**src/rtl/kyber_pkg.sv**
```systemverilog
// Shared Kyber arithmetic constants and coefficient types for the polynomial datapaths.
package kyber_pkg;

  localparam int KYBER_Q          = 3329;
  localparam int QINV             = -3327;  // q^-1 mod 2^16, signed
  localparam int MONT_R2          = 1353;   // R^2 mod q, R = 2^16
  localparam int MONT_R           = 2285;   // R mod q
  localparam int MONT_R_NEG       = -1044;  // R mod q, centred representative
  localparam int N_COEFFS_DEFAULT = 256;

  typedef logic signed [15:0] coeff_t;
  typedef logic signed [31:0] wide_t;

endpackage

```
**src/rtl/mont_reduce_pipe.sv**
```systemverilog
// Two-stage registered Montgomery reduction: r = p * 2^-16 mod q, r in (-q, q),
// optionally folded into [0, q). Shared by tomont, basemul and invNTT datapaths.
module mont_reduce_pipe
  import kyber_pkg::*;
#(
  parameter bit NORMALIZE = 1'b0
) (
  input  logic   clk,
  input  logic   reset,
  input  logic   en,
  input  logic   in_valid,
  input  wide_t  in_p,
  output logic   out_valid,
  output coeff_t out_data
);

  wide_t  p2;
  coeff_t t2;
  logic   v2;

  wide_t  t_prod;
  wide_t  diff;
  coeff_t r_raw;
  coeff_t r_fix;

  // t keeps only the low 16 bits of p*QINV: a two's-complement wrap, so the
  // subtraction below clears the low half of p exactly.
  always_comb begin
    t_prod = in_p * QINV;
    diff   = p2 - t2 * KYBER_Q;
    r_raw  = coeff_t'(diff >>> 16);
    r_fix  = r_raw;
    if (NORMALIZE && (r_raw < 0)) begin
      r_fix = coeff_t'(r_raw + KYBER_Q);
    end
  end

  // NOTE: the data registers are reset along with the valids so out_data is
  // never X, even before the first coefficient has passed through.
  always_ff @(posedge clk) begin
    if (!reset) begin
      v2        <= 1'b0;
      p2        <= '0;
      t2        <= '0;
      out_valid <= 1'b0;
      out_data  <= '0;
    end else if (en) begin
      v2        <= in_valid;
      p2        <= in_p;
      t2        <= t_prod[15:0];
      out_valid <= v2;
      out_data  <= r_fix;
    end
  end

endmodule

```
**src/rtl/poly_tomont.sv**
```systemverilog
// Streaming normal-to-Montgomery converter: out = a * 2^16 mod q per coefficient,
// three-stage pipe with valid/ready on both sides and a per-polynomial index.
module poly_tomont
  import kyber_pkg::*;
#(
  parameter int  N_COEFFS  = N_COEFFS_DEFAULT,
  parameter bit  NORMALIZE = 1'b0,
  localparam int IDX_W     = $clog2(N_COEFFS)
) (
  input  logic             clk,
  input  logic             reset,
  input  coeff_t           in_data,
  input  logic             in_valid,
  output logic             in_ready,
  output coeff_t           out_data,
  output logic             out_valid,
  input  logic             out_ready,
  output logic [IDX_W-1:0] out_idx,
  output logic             out_last,
  output logic             done
);

  localparam logic [IDX_W-1:0] LAST_IDX = IDX_W'(N_COEFFS - 1);

  logic  adv;
  logic  accept;
  logic  out_hs;
  wide_t p1_next;
  wide_t p1;
  logic  v1;

  // The whole pipe moves in lockstep; a bubble inside does not open in_ready.
  assign adv      = !out_valid || out_ready;
  assign in_ready = reset && adv;
  assign accept   = in_valid && in_ready;
  assign out_hs   = out_valid && out_ready;
  assign out_last = out_valid && (out_idx == LAST_IDX);
  assign p1_next  = in_data * MONT_R2;

  always_ff @(posedge clk) begin
    if (!reset) begin
      v1 <= 1'b0;
      p1 <= '0;
    end else if (adv) begin
      v1 <= accept;
      p1 <= p1_next;
    end
  end

  mont_reduce_pipe #(
    .NORMALIZE (NORMALIZE)
  ) u_reduce (
    .clk       (clk),
    .reset     (reset),
    .en        (adv),
    .in_valid  (v1),
    .in_p      (p1),
    .out_valid (out_valid),
    .out_data  (out_data)
  );

  always_ff @(posedge clk) begin
    if (!reset) begin
      out_idx <= '0;
      done    <= 1'b0;
    end else begin
      done <= out_hs && out_last;
      if (out_hs) begin
        out_idx <= (out_idx == LAST_IDX) ? '0 : out_idx + 1'b1;
      end
    end
  end

endmodule
```
**config.mk**
```make
export PLATFORM = sky130hd
export DESIGN_NAME = poly_tomont
export DESIGN_NICKNAME = d
export VERILOG_FILES = /design/src/rtl/kyber_pkg.sv /design/src/rtl/mont_reduce_pipe.sv /design/src/rtl/poly_tomont.sv
export SDC_FILE = /design/constraint.sdc
export NUM_CORES = 1
export LEC_CHECK = 0
export CAP_MARGIN = 25
export CORE_UTILIZATION = 40
export DETAILED_ROUTE_END_ITERATION = 10
export SYNTH_ARGS = -nofsm -noshare
export SYNTH_HDL_FRONTEND = slang
export SYNTH_SLANG_ARGS = --single-unit
```
**constraint.sdc**
```tcl
create_clock -name clk -period 6.93 [get_ports clk]
set_input_delay 1.0395 -clock clk [delete_from_list [all_inputs] [get_ports clk]]
set_output_delay 1.0395 -clock clk [all_outputs]
set_load 0.1 [all_outputs]
```
=== Word-level counts from Yosys, hierarchy flattened ===
Index checks and enable logic that the tools add are counted.

* Add/sub/neg operators: 2
* Multiply operators: 3
* Eq/ne operators: 1
* Multiplexer cells: 1
* Reductions and logical operators: 7

{| class="wikitable"
|+ Operators by type and width
! operator !! count
|-
| $mul A32 B13 Y16 const B || 1
|-
| $sub A32 B32 Y32 || 1
|-
| $mul A16 B13 Y29 const B || 1
|-
| $mul A16 B12 Y28 const B || 1
|-
| $add A8 B1 Y8 const B || 1
|-
| $eq A8 B8 Y1 const B || 1
|-
| $mux W8 || 1
|-
| $logic_and A1 B1 Y1 || 5
|-
| $logic_not A1 Y1 || 1
|-
| $logic_or A1 B1 Y1 || 1
|}

* Bits in registers: 108
* Bits of input ports: 20
* Output and inout port bits: 28
* Logic and storage cells: 23

=== Depth between registers and ports, before layout ===
Gate-level depths: netlist of the first run.

* Word-level depth: 4
* Mapped depth: 25
* Mapped depth without buffers: 25

=== Hierarchy ===
Synthesis of the first run repeated with hierarchy kept, for this count alone.

* Cell total of the unflattened synthesis: 1,248
* Area total of the unflattened synthesis: 11,285.8 um^2

{| class="wikitable"
|+ Modules (own cells, without submodules)
! module !! times used !! cells each !! area each (um^2) !! seq. area each (um^2)
|-
| mont_reduce_pipe || 1 || 709 || 6,586.3 || 1,161.1
|-
| poly_tomont || 1 || 539 || 4,699.5 || 760.7
|}

=== Worst setup path before layout of the first run ===
No wires, ideal clock.

* Path kind: register to register
* Start point: register u_reduce.t2[15]
* End point: register u_reduce.out_data[13]
* Setup time: 115 ps
* Arrival time: 5,309 ps
* Data required time: 6,815 ps
* Setup slack: 1,506 ps
* Stages on the path, launching flop included: 19
* Buffers on the path: 0
* Period minus slack after synthesis: 5,424 ps
* Path through: dfxtp_1 -> fa_1 -> ha_1 -> fa_1 -> ha_1 -> ha_1 -> a21oi_1 -> o22ai_1 -> a211oi_1 -> xor2_1 -> ha_1 -> nand4_1 -> a211o_1 -> a211oi_1 -> nor2_1 -> a311oi_2 -> maj3_2 -> nor2_2 -> a21o_1

* Cells in the longest elaborated chain, start to end: 2

{| class="wikitable"
|+ RTL lines
! element !! line !! text
|-
| start, declared || mont_reduce_pipe.sv:18 || <nowiki>coeff_t t2;</nowiki>
|-
| start signal, assigned || mont_reduce_pipe.sv:50 || <nowiki>t2 <= t_prod[15:0];</nowiki>
|-
| $mul A16 B13 Y29 || mont_reduce_pipe.sv:30 || <nowiki>diff = p2 - t2 * KYBER_Q;</nowiki>
|-
| $sub A32 B32 Y32 || mont_reduce_pipe.sv:30 ||
|-
| end signal, assigned || mont_reduce_pipe.sv:52 || <nowiki>out_data <= r_fix;</nowiki>
|-
| end, declared || mont_reduce_pipe.sv:14 || <nowiki>output coeff_t out_data</nowiki>
|}

Every way passes these cells.
A chain may end at the register's enable or synchronous reset.

=== Worst setup path in the final report of the first run ===
* Start point: register u_reduce.t2[2]
* End point: register u_reduce.out_data[15]

Same word-level chain as after synthesis.

==> flow_summary.json, run 1 <==
{
  "status": "finished clean",
  "die_w_um": 160,
  "synthesis.nets": 1443,
  "die-area_mm2": 0.0258,
  "end_kind": "flip-flop",
  "slew_headroom_pct": 33.4,
  "start_util_pct": 41.1,
  "io_buffers": 47,
  "async_flop_share_pct": 0,
  "hpwlAfterDp_um": 16800,
  "dp_slack_ns": 0.848,
  "die_height_um": 160,
  "arrival_ns": 6.31,
  "fin_crit_ns": 6.06,
  "wire_per_inst_um": 13.8,
  "gp_congestion": 0.846,
  "clk_pin_slew_worst_paths_ns": 0.07,
  "synth_top_area_share_pct": 27.1,
  "num_rows": 57,
  "path_class": "reg -> reg",
  "insertion_delay_ns": 0.35,
  "cts_tree": "yes",
  "path_delay_family": "adder cells",
  "cpMostUsedCell": "ha_1",
  "timing.final.crit_share_pct": 87.4,
  "slew_violations": 0,
  "grt_pass1_vias": 7277,
  "area_delta_synth_final_pct": 11.3,
  "fmax_mhz": 165,
  "synth_ff_type": "dfxtp_1",
  "coreArea_mm2": 0.0245,
  "layout_commonest_cell": "ha_1",
  "gr-total-overflow": 0,
  "ys_ff_latch": 92,
  "fin_ws_ns": 0.871,
  "fin_tns_setup_ns": 0,
  "synth_top_area_cell": "ha_1",
  "cts_resized": 0,
  "drt_first_pass_iters": 6,
  "synth-seq-area-share_pct": 18.3,
  "grt_use_total_pct": 16.4,
  "holdBufCountCts": 0,
  "critPathMaxStageDelay_ns": 0.49,
  "ios": 48,
  "critPathMaxFanout": 5,
  "cp_num_buf_inv": 2,
  "grt_start_max_net_pins": 71,
  "synthTopCellsByArea": "ha_1, dfxtp_1, fa_1",
  "tightest_slew_ns": 0.996,
  "cts_setup_buffers": 0,
  "antennaDiodeCount": 0,
  "numCtsBuffers": 9,
  "synthCells": 1120,
  "vias_per_cell": 5.01,
  "fin_nets": 1481,
  "grt_pass1_wl_um": 34800,
  "antenna_found_initial": 0,
  "hold_class": "reg -> reg",
  "yosysUniqueCellTypes": 60,
  "drive_gt1_share_pct": 3.18,
  "synth_edf_count": 0,
  "cts.sinks": 92,
  "rsz0062_at_grt": "false",
  "setup.worst_path.start_class": "flip-flop",
  "yosys_warnings": 0,
  "htreeDepth": 3,
  "setup-violations-final": 0,
  "postSynthAreaPerCell_um2": 8.97,
  "cts-root-buf": "clkbuf_16",
  "slowest_stage": "fa_1",
  "drc": 0,
  "fill_cells": 2415,
  "drt_first_iter_violations": 376,
  "timing.max_cap.violations": 0,
  "wl_um": 20500,
  "final_area_mm2": 0.0112,
  "cp_data_required_time_ns": 7.18,
  "antenna_left": 0,
  "hold_viol": 0,
  "placed_area_mm2": 0.0109,
  "final_cell_mix": "ha_1, nand2_1, inv_1",
  "clock_skew_ns": 0.0122,
  "dr_total_vias": 7456,
  "cts_buffer_depth": 2,
  "synth_area_mm2": 0.0100
}
-- final timing paths --
path                            slack [ns]            from  depth (start not counted)               endpoint
worst max-delay path                  0.87  u_reduce.t2[2]                         25  u_reduce.out_data[15]
worst min-delay path                  0.45          p1[21]                          2                 p1[21]
worst max register to register        0.87  u_reduce.t2[2]                         25  u_reduce.out_data[15]
worst min register to register        0.45          p1[21]                          2                 p1[21]
-- logic make-up after synthesis --
family	count (synthesis)	share of synthesized area, %
buf+inv	171	6.40
simple gates	258	11.1
fa+ha+maj	304	44.2
compound gates	227	14.0
mux	3	0.311
xor+xnor	65	5.67
flops	92	18.3
-- worst reg2reg max path, cell delays in order (launching register included) --
cell and delay (ns):
dfxtp_1 0.35, ha_1 0.29, inv_1 0.05, fa_1 0.49, inv_1 0.04, ha_1 0.30
fa_1 0.46, ha_1 0.31, ha_1 0.34, a21oi_1 0.20, o211ai_1 0.18, o21ai_0 0.25
nand2b_1 0.09, a21oi_1 0.21, nor2b_1 0.08, o21a_1 0.17, o31ai_1 0.32, ha_1 0.28
nand4_1 0.17, a211o_1 0.30, a211oi_1 0.23, nor2_1 0.11, a311oi_2 0.28, maj3_2 0.25
nor2_2 0.05, a21o_1 0.17
-- Yosys cell counts, types with 2 or more instances --
cell type	number
clkbuf_1	20
nor4b_1	2
a221oi_1	2
buf_1	6
nor3_1	7
o21ai_1	12
nor3b_1	2
o22ai_1	2
a21o_1	20
nand3_1	14
a211oi_1	12
and2_1	2
xnor2_1	38
a21oi_1	101
mux2i_1	2
xor2_1	27
a31oi_1	6
and3_1	4
o21ai_0	30
ha_1	218
a311oi_1	2
fa_1	85
inv_1	143
o21bai_1	4
nor2b_1	5
dfxtp_1	92
or2_2	2
or3_1	4
o21a_1	9
a211o_1	6
nor2_1	41
nand2_1	158
o211ai_1	6
nand2b_1	3
nand4_1	8
-- registers in the layout, summed over array words and instances, names as in the netlist --
| register | count |
|---|---|
| done | 1 |
| u_reduce.out_valid | 1 |
| u_reduce.out_data | 16 |
| u_reduce.p2 | 20 |
| u_reduce.v2 | 1 |
| u_reduce.t2 | 16 |
| v1 | 1 |
| p1 | 28 |
| out_idx | 8 |
-- stage by stage --
| step | hold slack [ns] | utilization [%] | instances |
|---|---|---|---|
| after floorplan | 0.425 | - | 1120 |
| after global placement | 0.440 | 44.5 | 1470 |
| after detailed placement | 0.444 | 44.5 | 1470 |
| after global routing | 0.476 | 45.7 | 1487 |
| final | 0.450 | 45.7 | 1487 |
| after CTS | 0.453 | 45.7 | 1486 |
-- area by class of cell --
type / count / area [um2] / share of cell area [%]
multi-input combinational: 857 / 7570 / 67.7
clock inverter: 4 / 48.8 / 0.436
timing repair buffer: 54 / 527 / 4.71
inverter: 144 / 541 / 4.83
sequential: 92 / 1840 / 16.5
tap: 324 / 405 / 3.63
clock buffer: 12 / 246 / 2.20
-- routing by layer --
layer	wire length [um]	up-vias	track usage [%]	part of all wire, %
met5	0	-	0	0
met2	9510	80	27.3	46
met4	212	0	3.38	1.0
met1	10300	3505	22.8	51
li1	-	3857	-	-
met3	393	14	1.91	1.9
Power of run 1 is not shown: default switching activity piles up to over one toggle a cycle in this logic, so the estimate is an artifact.
==> inputs of run 2 (changes only) <==
Settings changed: ABC_CLOCK_PERIOD_IN_PS set to 6930, CORE_UTILIZATION 40 to 50, PLACE_DENSITY set to 0.68.
==> flow_summary.json, run 2 (same netlist as run 1, synthesis figures left out) <==
{
  "cts-root-buf": "clkbuf_16",
  "start_util_pct": 51.3,
  "startpoint": "u_reduce.t2[1]",
  "cts_tree": "yes",
  "dr_wl_met2_um": 9470,
  "multiInputGateArea_mm2": 0.00757,
  "cp_data_required_time_ns": 7.18,
  "drt-met1-wl_um": 9850,
  "setup-violations-final": 0,
  "fmax_mhz": 167,
  "dr_wl_met3_um": 366,
  "clk_pin_slew_worst_paths_ns": 0.07,
  "r2r_slack_ns": 0.93,
  "rsz0062_at_grt": "false",
  "timing.final.crit_share_pct": 86.6,
  "antenna_found_initial": 0,
  "critPathMaxFanout": 5,
  "stdcell_count": 1428,
  "top_layer": "met4",
  "insertion_delay_ns": 0.36,
  "worstHoldStart": "p1[19]",
  "timing.max_cap.violations": 0,
  "grt_pass1_vias": 7248,
  "status": "finished clean",
  "top_regs": "p1: 28 flops, u_reduce.p2: 20 flops",
  "hold_path_depth": 2,
  "rr_endpoint": "u_reduce.out_data[15]",
  "clock_skew_ns": 0.0107,
  "final_cell_mix": "ha_1, nand2_1, inv_1",
  "gr-total-overflow": 0,
  "path_class": "reg -> reg",
  "fill_cells": 1791,
  "cts_resized": 0,
  "fin_tns_setup_ns": 0,
  "antennaDiodeCount": 0,
  "ff2ff_path_depth": 25,
  "drt_first_iter_violations": 318,
  "wire_per_inst_um": 13.9,
  "drive_gt1_share_pct": 3.35,
  "ios": 48,
  "largest_register": "p1",
  "die_w_um": 144,
  "hpwlAfterDp_um": 16700,
  "die_height_um": 144,
  "io_buffers": 47,
  "dr_total_vias": 7447,
  "end_kind": "flip-flop",
  "numCtsBuffers": 9,
  "gp_congestion": 0.882,
  "cts_setup_buffers": 0,
  "layout_commonest_cell": "ha_1",
  "tightest_slew_ns": 0.975,
  "die-area_mm2": 0.0207,
  "fin_nets": 1481,
  "holdBufCountCts": 0,
  "r2r-start": "u_reduce.t2[1]",
  "largest_reg_flops": 28,
  "grt_use_total_pct": 20.8,
  "cts_buffer_depth": 2,
  "setup.worst_path.start_class": "flip-flop",
  "coreArea_mm2": 0.0196,
  "num_rows": 51,
  "hold_path_end": "p1[19]",
  "drc": 0,
  "antenna_left": 0,
  "wl_um": 19900,
  "drt_first_pass_iters": 5,
  "cts.sinks": 92,
  "hold_class": "reg -> reg",
  "htreeDepth": 3,
  "hold_viol": 0,
  "arrival_ns": 6.25,
  "dpl.cell_count": 1411,
  "fin_crit_ns": 6.00,
  "grt_start_max_net_pins": 71,
  "seq_area_mm2": 0.00184,
  "slew_violations": 0,
  "slew_headroom_pct": 34.8,
  "vias_per_cell": 5.21,
  "area_delta_synth_final_pct": 10.7,
  "grt_pass1_wl_um": 34000
}
run 2: cell count changes in the layout (fill, tap and decap cells not counted), sizes merged:
| cell | delta |
|---|---|
| clkinv | -2 |
| inv | +4 |
| clkbuf | -3 |
| clkinvlp | +1 |
run 2: area by class of cell:
class / instances / area share, %
clock buffers: 9 / 2.02
clock inverters: 7 / 0.799
inverters: 144 / 4.86
multi-input cells: 857 / 68.1
flip-flops and latches: 92 / 16.6
well taps: 265 / 2.98
repair buffers: 54 / 4.70
run 2: layer usage:
| layer | track usage (%) | vias to the layer above |
|---|---|---|
| li1 | - | 3852 |
| met5 | 0 | - |
| met4 | 4.87 | 0 |
| met2 | 34.7 | 65 |
| met3 | 2.13 | 18 |
| met1 | 28.7 | 3512 |
run 2: worst max-delay path by stage:
| stage | end | slack [ns] |
|---|---|---|
| after floorplan | u_reduce.out_data[13] | 1.51 |
| after global placement | u_reduce.out_data[14] | 1.02 |
| after detailed placement | p1[24] | 0.95 |
| after CTS | u_reduce.out_data[15] | 0.92 |
| after global routing | u_reduce.out_data[13] | 0.56 |
| final | u_reduce.out_data[15] | 0.93 |
run 2: through the flow:
stage / instance area, um2 / hold slack, ns / util, % / worst slack [ns]
after global placement: 10800 / 0.438 / 55.1 / 1.02
after detailed placement: 10800 / 0.444 / 55.1 / 0.953
after CTS: 11100 / 0.452 / 56.7 / 0.924
after floorplan: 10000 / 0.425 / - / 1.51
final: 11100 / 0.451 / 56.8 / 0.928
after global routing: 11100 / 0.466 / 56.8 / 0.556
run 2: worst max-delay path, cell delays in order, from the launching register on:
cell,delay [ns]
dfxtp_1,0.36
ha_1,0.29
inv_1,0.05
fa_1,0.50
inv_1,0.04
ha_1,0.30
fa_1,0.46
ha_1,0.30
ha_1,0.35
a21oi_1,0.22
o211ai_1,0.18
o21ai_0,0.25
nand2b_1,0.09
a21oi_1,0.22
nor2b_1,0.07
o21a_1,0.17
o31ai_1,0.30
ha_1,0.27
nand4_1,0.15
a211o_1,0.29
a211oi_1,0.20
nor2_1,0.09
a311oi_2,0.27
maj3_2,0.25
nor2_2,0.05
a21o_1,0.17
Power of run 2 is left out for the same reason.
